$ cat config.mk
export PLATFORM = sky130hd
export DESIGN_NAME = fifo_rd_stream
export DESIGN_NICKNAME = d
export VERILOG_FILES = /design/src/rtl/fifo_rd_pkg.sv /design/src/rtl/fifo_rd_skid.sv /design/src/rtl/fifo_rd_stream.sv
export SDC_FILE = /design/constraint.sdc
export NUM_CORES = 1
export LEC_CHECK = 0
export CAP_MARGIN = 20
export CORE_UTILIZATION = 48
export DETAILED_ROUTE_END_ITERATION = 7
export PLACE_DENSITY = 0.83
export SLEW_MARGIN = 15
export SYNTH_ARGS = -nofsm -noshare
export SYNTH_HDL_FRONTEND = slang
export SYNTH_SLANG_ARGS = --single-unit
$ cat constraint.sdc
create_clock -name rclk -period 2.6 [get_ports rclk]
set_input_delay 0.65 -clock rclk [delete_from_list [all_inputs] [get_ports rclk]]
set_output_delay 0.65 -clock rclk [all_outputs]
set_load 0.01 [all_outputs]
$ cat src/rtl/fifo_rd_pkg.sv
// Shared types and sizing for the dual-clock FIFO read-side stream consumer.
package fifo_rd_pkg;

  typedef enum logic [1:0] {
    IDLE  = 2'd0,
    RUN   = 2'd1,
    FLUSH = 2'd2
  } rd_state_e;

  localparam int OCC_W     = 2;
  localparam int BUF_DEPTH = 2;

endpackage

$ cat src/rtl/fifo_rd_skid.sv
// Two-entry output buffer: head drives the registered stream outputs, tail
// absorbs one extra word so push never has to look at downstream ready.
module fifo_rd_skid
  import fifo_rd_pkg::*;
#(
  parameter int DSIZE = 8
) (
  input  logic             clk,
  input  logic             rst_n,
  input  logic             push,
  input  logic [DSIZE-1:0] push_data,
  input  logic             pop,
  input  logic             clear,
  output logic [OCC_W-1:0] occ,
  output logic             m_valid,
  output logic [DSIZE-1:0] m_data
);

  logic [OCC_W-1:0] occ_q, occ_d;
  logic [DSIZE-1:0] head_q, head_d;
  logic [DSIZE-1:0] tail_q, tail_d;

  // Next buffer contents: pop first, then push into the first free slot, clear last.
  always_comb begin
    occ_d  = occ_q;
    head_d = head_q;
    tail_d = tail_q;
    if (pop && (occ_q != '0)) begin
      // Shifting tail into head when occ was 1 loads a stale word, but m_valid
      // is low then, so it is never observed as data.
      head_d = tail_q;
      occ_d  = occ_q - 1'b1;
    end
    if (push && (occ_d < OCC_W'(BUF_DEPTH))) begin
      if (occ_d == '0) begin
        head_d = push_data;
      end else begin
        tail_d = push_data;
      end
      occ_d = occ_d + 1'b1;
    end
    if (clear) begin
      occ_d = '0;
    end
  end

  // Buffer registers.
  always_ff @(posedge clk or negedge rst_n) begin
    if (!rst_n) begin
      occ_q  <= '0;
      head_q <= '0;
      tail_q <= '0;
    end else begin
      occ_q  <= occ_d;
      head_q <= head_d;
      tail_q <= tail_d;
    end
  end

  assign occ     = occ_q;
  assign m_valid = (occ_q != '0);
  assign m_data  = head_q;

endmodule

$ cat src/rtl/fifo_rd_stream.sv
// Read-side consumer for the dual-clock FIFO (rclk domain). Pops FIFO words
// into a 2-entry buffer and presents them on a registered valid/ready stream,
// with enable and flush control.
// Optional popped-word statistics counter: define FIFO_RD_STATS_EN.
module fifo_rd_stream
  import fifo_rd_pkg::*;
#(
  parameter int DSIZE = 8,
  parameter int CNT_W = 16
) (
  input  logic             rclk,
  input  logic             rrst_n,
  input  logic             en,
  input  logic             flush,
  input  logic             rempty,
  input  logic [DSIZE-1:0] rdata,
  output logic             rinc,
  output logic             m_valid,
  input  logic             m_ready,
  output logic [DSIZE-1:0] m_data,
  output logic             busy
`ifdef FIFO_RD_STATS_EN
  ,
  input  logic             cnt_clr,
  output logic [CNT_W-1:0] pop_cnt
`endif
);

  rd_state_e        state_q, state_d;
  logic [OCC_W-1:0] occ;
  logic             push;
  logic             xfer;
  logic             clear;

  // State register.
  always_ff @(posedge rclk or negedge rrst_n) begin
    if (!rrst_n) begin
      state_q <= IDLE;
    end else begin
      state_q <= state_d;
    end
  end

  // Next state: flush wins from any state; FLUSH exits only once the FIFO is drained.
  always_comb begin
    state_d = state_q;
    if (flush) begin
      state_d = FLUSH;
    end else begin
      unique case (state_q)
        IDLE:    state_d = en ? RUN : IDLE;
        RUN:     state_d = en ? RUN : IDLE;
        FLUSH:   state_d = rempty ? IDLE : FLUSH;
        default: state_d = IDLE;
      endcase
    end
  end

  // Outputs: pop strobe never depends on m_ready and is never raised while rempty=1.
  always_comb begin
    rinc = 1'b0;
    busy = 1'b0;
    unique case (state_q)
      RUN:     rinc = !rempty && (occ < OCC_W'(BUF_DEPTH));
      FLUSH: begin
        rinc = !rempty;
        busy = 1'b1;
      end
      default: rinc = 1'b0;
    endcase
  end

  // Words popped during FLUSH are discarded by not pushing them.
  assign push  = rinc && (state_q == RUN);
  assign xfer  = m_valid && m_ready;
  assign clear = (state_d == FLUSH);

  fifo_rd_skid #(
    .DSIZE(DSIZE)
  ) u_skid (
    .clk      (rclk),
    .rst_n    (rrst_n),
    .push     (push),
    .push_data(rdata),
    .pop      (xfer),
    .clear    (clear),
    .occ      (occ),
    .m_valid  (m_valid),
    .m_data   (m_data)
  );

`ifdef FIFO_RD_STATS_EN
  logic [CNT_W-1:0] cnt_q, cnt_d;

  // Transfer counter: clear wins, otherwise saturating increment.
  always_comb begin
    cnt_d = cnt_q;
    if (cnt_clr) begin
      cnt_d = '0;
    end else if (xfer && (cnt_q != '1)) begin
      cnt_d = cnt_q + 1'b1;
    end
  end

  // Counter register.
  always_ff @(posedge rclk or negedge rrst_n) begin
    if (!rrst_n) begin
      cnt_q <= '0;
    end else begin
      cnt_q <= cnt_d;
    end
  end

  assign pop_cnt = cnt_q;
`endif

endmodule
# After elaboration in Yosys (flattened, before gate mapping)
# Index checks and enable logic that the tools add are counted.
[word_totals]
register_bits = 20
input_bits = 14
output_inout_bits = 11
wordCells = 35
[op_classes]
n_addsub = 2
n_lt_le_gt_ge = 2
n_eq_ne = 3
mux = 12
n_bitwise = 1
reduce_logical = 11
[op_table]
columns = ["cell", "count"]
rows = [
  ["2-to-1 mux 8 bit", 3],
  ["2-to-1 mux 2 bit", 5],
  ["logical AND 1 bit", 5],
  ["== test 2 bit (second input constant)", 2],
  ["zero test 2 bit", 2],
  ["less-than comparator 2 bit (second input constant)", 2],
  ["one-hot mux 2 bit (2 select lines)", 1],
  ["adder 2 x 1 -> 2 bit (second input constant)", 1],
  ["== test 2 x 1 -> 1 bit (second input constant)", 1],
  ["2-to-1 mux 1 bit", 2],
  ["one-hot mux 1 bit (2 select lines)", 1],
  ["AND reduction 2 bit", 1],
  ["nonzero test 2 bit", 1],
  ["OR reduction 2 bit", 1],
  ["subtractor 2 x 1 -> 2 bit (second input constant)", 1],
  ["zero test 1 bit", 1],
  ["inverter 1 bit", 1],
]

# Logic depth before layout (Yosys ltp)
[logic_depth]
depth_word = 8
ltp_mapped = 9
mapped_depth_nobuf = 8

# Cells and area by module
# A second synthesis with hierarchy kept.
[hier_totals]
cells_unflattened = 93
hier_area_um2 = 1039.7
[modules_own_cells]
columns = ["mod", "instances", "cells_each", "area_per_inst_um2", "seq_area_each_um2"]
rows = [
  ["fifo_rd_skid", 1, 72, 847.1, 450.4],
  ["fifo_rd_stream", 1, 21, 192.7, 50.0],
]

# Worst setup path before layout
# OpenSTA, ideal clock, no wires.
[synth_timing]
path_kind = "register -> register"
from = "register u_skid.occ_q[1] (netlist: u_skid.occ[1])"
to = "register u_skid.tail_q[0]"
setup_ps = 125
t_arrival_ps = 2182
required_time_ps = 2475
path_slack_ps = 294
path_stages_with_launch = 10
n_path_buf = 1
synth_period_minus_slack_ps = 2306
cell_sequence = "dfrtp_1 inv_1 ha_1 nand2b_4 buf_12 mux2i_4 inv_2 ha_1 nor3_4 mux2_2"
[synth_via]
elab_chain_len = 7
elab_cells_between_ends = 14
classes_between = "1 x add/sub; 2 x order compare; 2 x mux; 1 x bitwise; 8 x reduce/logical"
[synth_lines]
columns = ["element", "line", "text"]
rows = [
  ["start, declared", "fifo_rd_skid.sv:19", "logic [OCC_W-1:0] occ_q, occ_d;"],
  ["start signal, assigned", "fifo_rd_skid.sv:50", "occ_q <= '0;"],
  ["start signal, assigned", "fifo_rd_skid.sv:54", "occ_q <= occ_d;"],
  ["branches (longest 6 deep; another with subtractor 2 x 1 -> 2 bit)", "--", ""],
  ["AND reduction 2 bit (no line) (*)", "--", ""],
  ["end signal, assigned", "fifo_rd_skid.sv:56", "tail_q <= tail_d;"],
  ["end, declared", "fifo_rd_skid.sv:21", "logic [DSIZE-1:0] tail_q, tail_d;"],
]
# Every way passes the cells marked *.
# A chain may end at the register's enable or synchronous reset.

# Worst setup path in the final report
[layout_timing]
from = "input rempty"
to = "output rinc"
[layout_via]
elab_chain_len = 3
[layout_lines]
columns = ["element", "line", "text"]
rows = [
  ["start, declared", "fifo_rd_stream.sv:15", "input logic rempty,"],
  ["zero test 1 bit (*)", "fifo_rd_stream.sv:64, fifo_rd_stream.sv:66", ""],
  ["logical AND 1 bit", "fifo_rd_stream.sv:64", "RUN: rinc = !rempty && (occ < OCC_W'(BUF_DEPTH));"],
  ["one-hot mux 1 bit (2 select lines) (*)", "fifo_rd_stream.sv:63", "unique case (state_q)"],
  ["end, declared", "fifo_rd_stream.sv:17", "output logic rinc,"],
]
# Every way passes the cells marked *; elsewhere a longest branch is shown, timed or not.

==> flow_summary_export.csv <==
group,metric,value,unit
status,status,"complete, no violations",
power,combPwrFrac,32.7,%
place,dp.final_hpwl,1500,um
timing,slew_violations,0,
logic_synthesis,ys_ff_latch,20,
clocking,path_clk_slew,0.11,ns
floorplan,start_util,52.5,%
logic_synthesis,syn_area,0.00105,mm^2
clocking,worstSkewPairLatency,0.30,ns
global_route,grt_pass1_vias,754,
layout,num-fill-cells,144,
logic_synthesis,synth.area.top_cells,"dfrtp_1, mux2_2, ha_1, mux2i_4, buf_12",
logic_synthesis,synth-seq-area-share,47.6,%
timing,finalWorstSetupSlack,0.0333,ns
power,power.share.switching,25.4,%
min_path,hp-class,"register to register",
logic_synthesis,syn_inst,78,
place,post-place-ws,-0.0242,ns
timing,fin_skew,0.00189,ns
timing,worst_hold_slack,0.514,ns
layout,drive_gt1_share,36.8,%
layout,instances_no_fill,141,
layout,syn_to_final_growth,34.0,%
clocking,cts_buffers,3,
critical_path,cp-start-kind,"primary input",
logic_synthesis,syn_nets,98,
layout,nNetsFinal,135,
clocking,cts_resized,0,
drt,vias,711,
critical_path,cp_slowest_stage_delay,0.54,ns
power,power_density,598,mW/mm^2
drt,viasPerCell,5.04,
clocking,cts_hold_buf,0,
timing,worst_pin_slew,0.404,ns
drt,drt.antenna.violating_nets,0,
layout,layout_common_cells,"mux2_2, clkdlybuf4s50_1, dfrtp_1",
power,peakVddDrop,490,uV
power,power.leakage,0.679,nW
floorplan,fp-row-count,16,
critical_path,critical_path.max_fanout,2,
place,dp_cells,136,
drt,drc_errors,0,
global_route,antenna_found_initial,0,
clocking,cts_setup_buffers,0,
drt,wirelength,1960,um
logic_synthesis,synth_top_area_cell,"dfrtp_1",
timing,period_needed,2.57,ns
logic_synthesis,yosys_warnings,0,
place,gp_congestion,0.780,
global_route,track_usage,18.4,%
clocking,clockBufferDepth,2,
timing,maxSlewHeadroom,72.7,%
critical_path,path_cells,"clkdlybuf4s50_1 > nor2b_1 > nor2b_1 > clkdlybuf4s50_1",
critical_path,end_kind,"output port",
clocking,htree_levels,1,
timing,finalHoldViolCount,0,
drt,drt_iter0_markers,5,
layout,n_antenna_cell,0,
job,max_cap_violations,0,
critical_path,critPathSlowestCell,"clkdlybuf4s50_1",
power,seqPwrFrac,45.9,%
clocking,cts_root_buffer,"clkbuf_4",
floorplan,core,0.00200,mm^2
critical_path,path_class,"primary input to output port",
global_route,grt_pass1_wl,3290,um
logic_synthesis,synth_top_area_share,47.6,%
power,p_sw,214,uW
critical_path,worstPathRequired,1.95,ns
floorplan,ios,25,
power,intPower,629,uW
timing,period_share,98.7,%
global_route,grt.overflow.total,0,
place,io_buffer_count,24,
floorplan,dieWidth,48.8,um
power,p_clk_share,21.4,%
drt,wl_per_cell,13.9,um
clocking,cts_tree,"yes",
floorplan,die-area,0.00238,mm^2
global_route,grt_max_degree,21,
timing,max_freq,390,MHz
clocking,cts.sinks,20,
timing,finalSetupViolations,0,
critical_path,cp.arrival,1.92,ns
drt,drt_pass1_iterations,3,
floorplan,die_height,48.8,um
logic_synthesis,yosysUniqueCellTypes,22,
logic_synthesis,synth_area_per_cell,13.5,um^2
-- metrics by stage --
| step | util (%) | area, um^2 | TNS [ns] | total power, mW |
|---|---|---|---|---|
| 2_1_floorplan | - | 1050 | 0 | 0.528 |
| 3_3_place_gp | 68.2 | 1370 | 0 | 0.659 |
| 3_5_place_dp | 68.2 | 1370 | -0.0668 | 0.669 |
| 4_1_cts | 70.0 | 1400 | 0 | 0.852 |
| 5_1_grt | 70.4 | 1410 | -0.0182 | 0.889 |
| 6_report | 70.4 | 1410 | 0 | 0.843 |
-- flip-flops by register name (all words and copies together) (netlist names) --
name	cells
u_skid.m_data	8
state_q	2
u_skid.tail_q	8
u_skid.occ	2
-- routing by layer --
metal | global-route usage (%) | part of all wire [%]
met5 | 0 | 0
met4 | 8.82 | 2.1
met3 | 1.87 | 2.1
met2 | 31.9 | 50
met1 | 23.0 | 45
-- cells in the mapped netlist, drive strengths merged --
library cell  number
mux2              24
dfrtp             20
ha                 6
inv                6
nor2b              3
nor3               3
a21oi              2
nand2b             2
nand3              2
nor2               2
a21boi             1
a21o               1
and3               1
buf                1
mux2i              1
nand2              1
nor4b              1
xnor2              1
-- worst max-delay path: cells and delay by family --
kind,cells,cell delay (ns)
buffers and inverters,2,0.96
AND/OR/NAND/NOR,2,0.31
-- power by group through the flow --
stage	Combinational, mW	Clock [mW]	Sequential, mW
CTS	0.277	0.187	0.389
finish	0.276	0.180	0.387
floorplan	0.115	0	0.413
global route	0.297	0.197	0.395
global placement	0.267	0	0.392
detailed placement	0.275	0	0.394
-- layout make-up --
class | instances | area [um^2] | share of cell area, %
Timing Repair Buffer | 33 | 308 | 21.8
Sequential cell | 20 | 500 | 35.5
Multi-Input combinational cell | 51 | 508 | 36.1
Tap cell | 27 | 33.8 | 2.40
Clock buffer | 4 | 36.3 | 2.58
Inverter | 6 | 22.5 | 1.60
-- kinds of logic (layout without fill, tap and decap cells) --
| family | after synthesis | count (layout) | synth area share [%] |
|---|---|---|---|
| AOI/OAI and AO/OA | 4 | 4 | 2.38 |
| xor gates and xnor gates | 1 | 1 | 0.833 |
| and+or+nand+nor | 15 | 15 | 10.1 |
| DFF | 20 | 20 | 47.6 |
| muxes | 25 | 25 | 27.9 |
| buffers and inverters | 7 | 43 | 4.05 |
| adders and majority gates | 6 | 6 | 7.14 |
-- worst paths after layout --
| check | startpoint | endpoint | slack, ns | cells past startpoint |
|---|---|---|---|---|
| setup / recovery | rempty | rinc | 0.03 | 4 |
| hold / removal | u_skid.tail_q[7] | u_skid.tail_q[7] | 0.51 | 1 |
| setup reg to reg | u_skid.occ[1] | u_skid.tail_q[2] | 0.34 | 9 |
| hold reg to reg | u_skid.tail_q[7] | u_skid.tail_q[7] | 0.51 | 1 |
| max in group asynchronous | rrst_n | u_skid.m_data[2] | 1.73 | 2 |
| min in group asynchronous | rrst_n | u_skid.occ[0] | 0.67 | 2 |
Note: power is estimated with default switching activity, not from simulation.
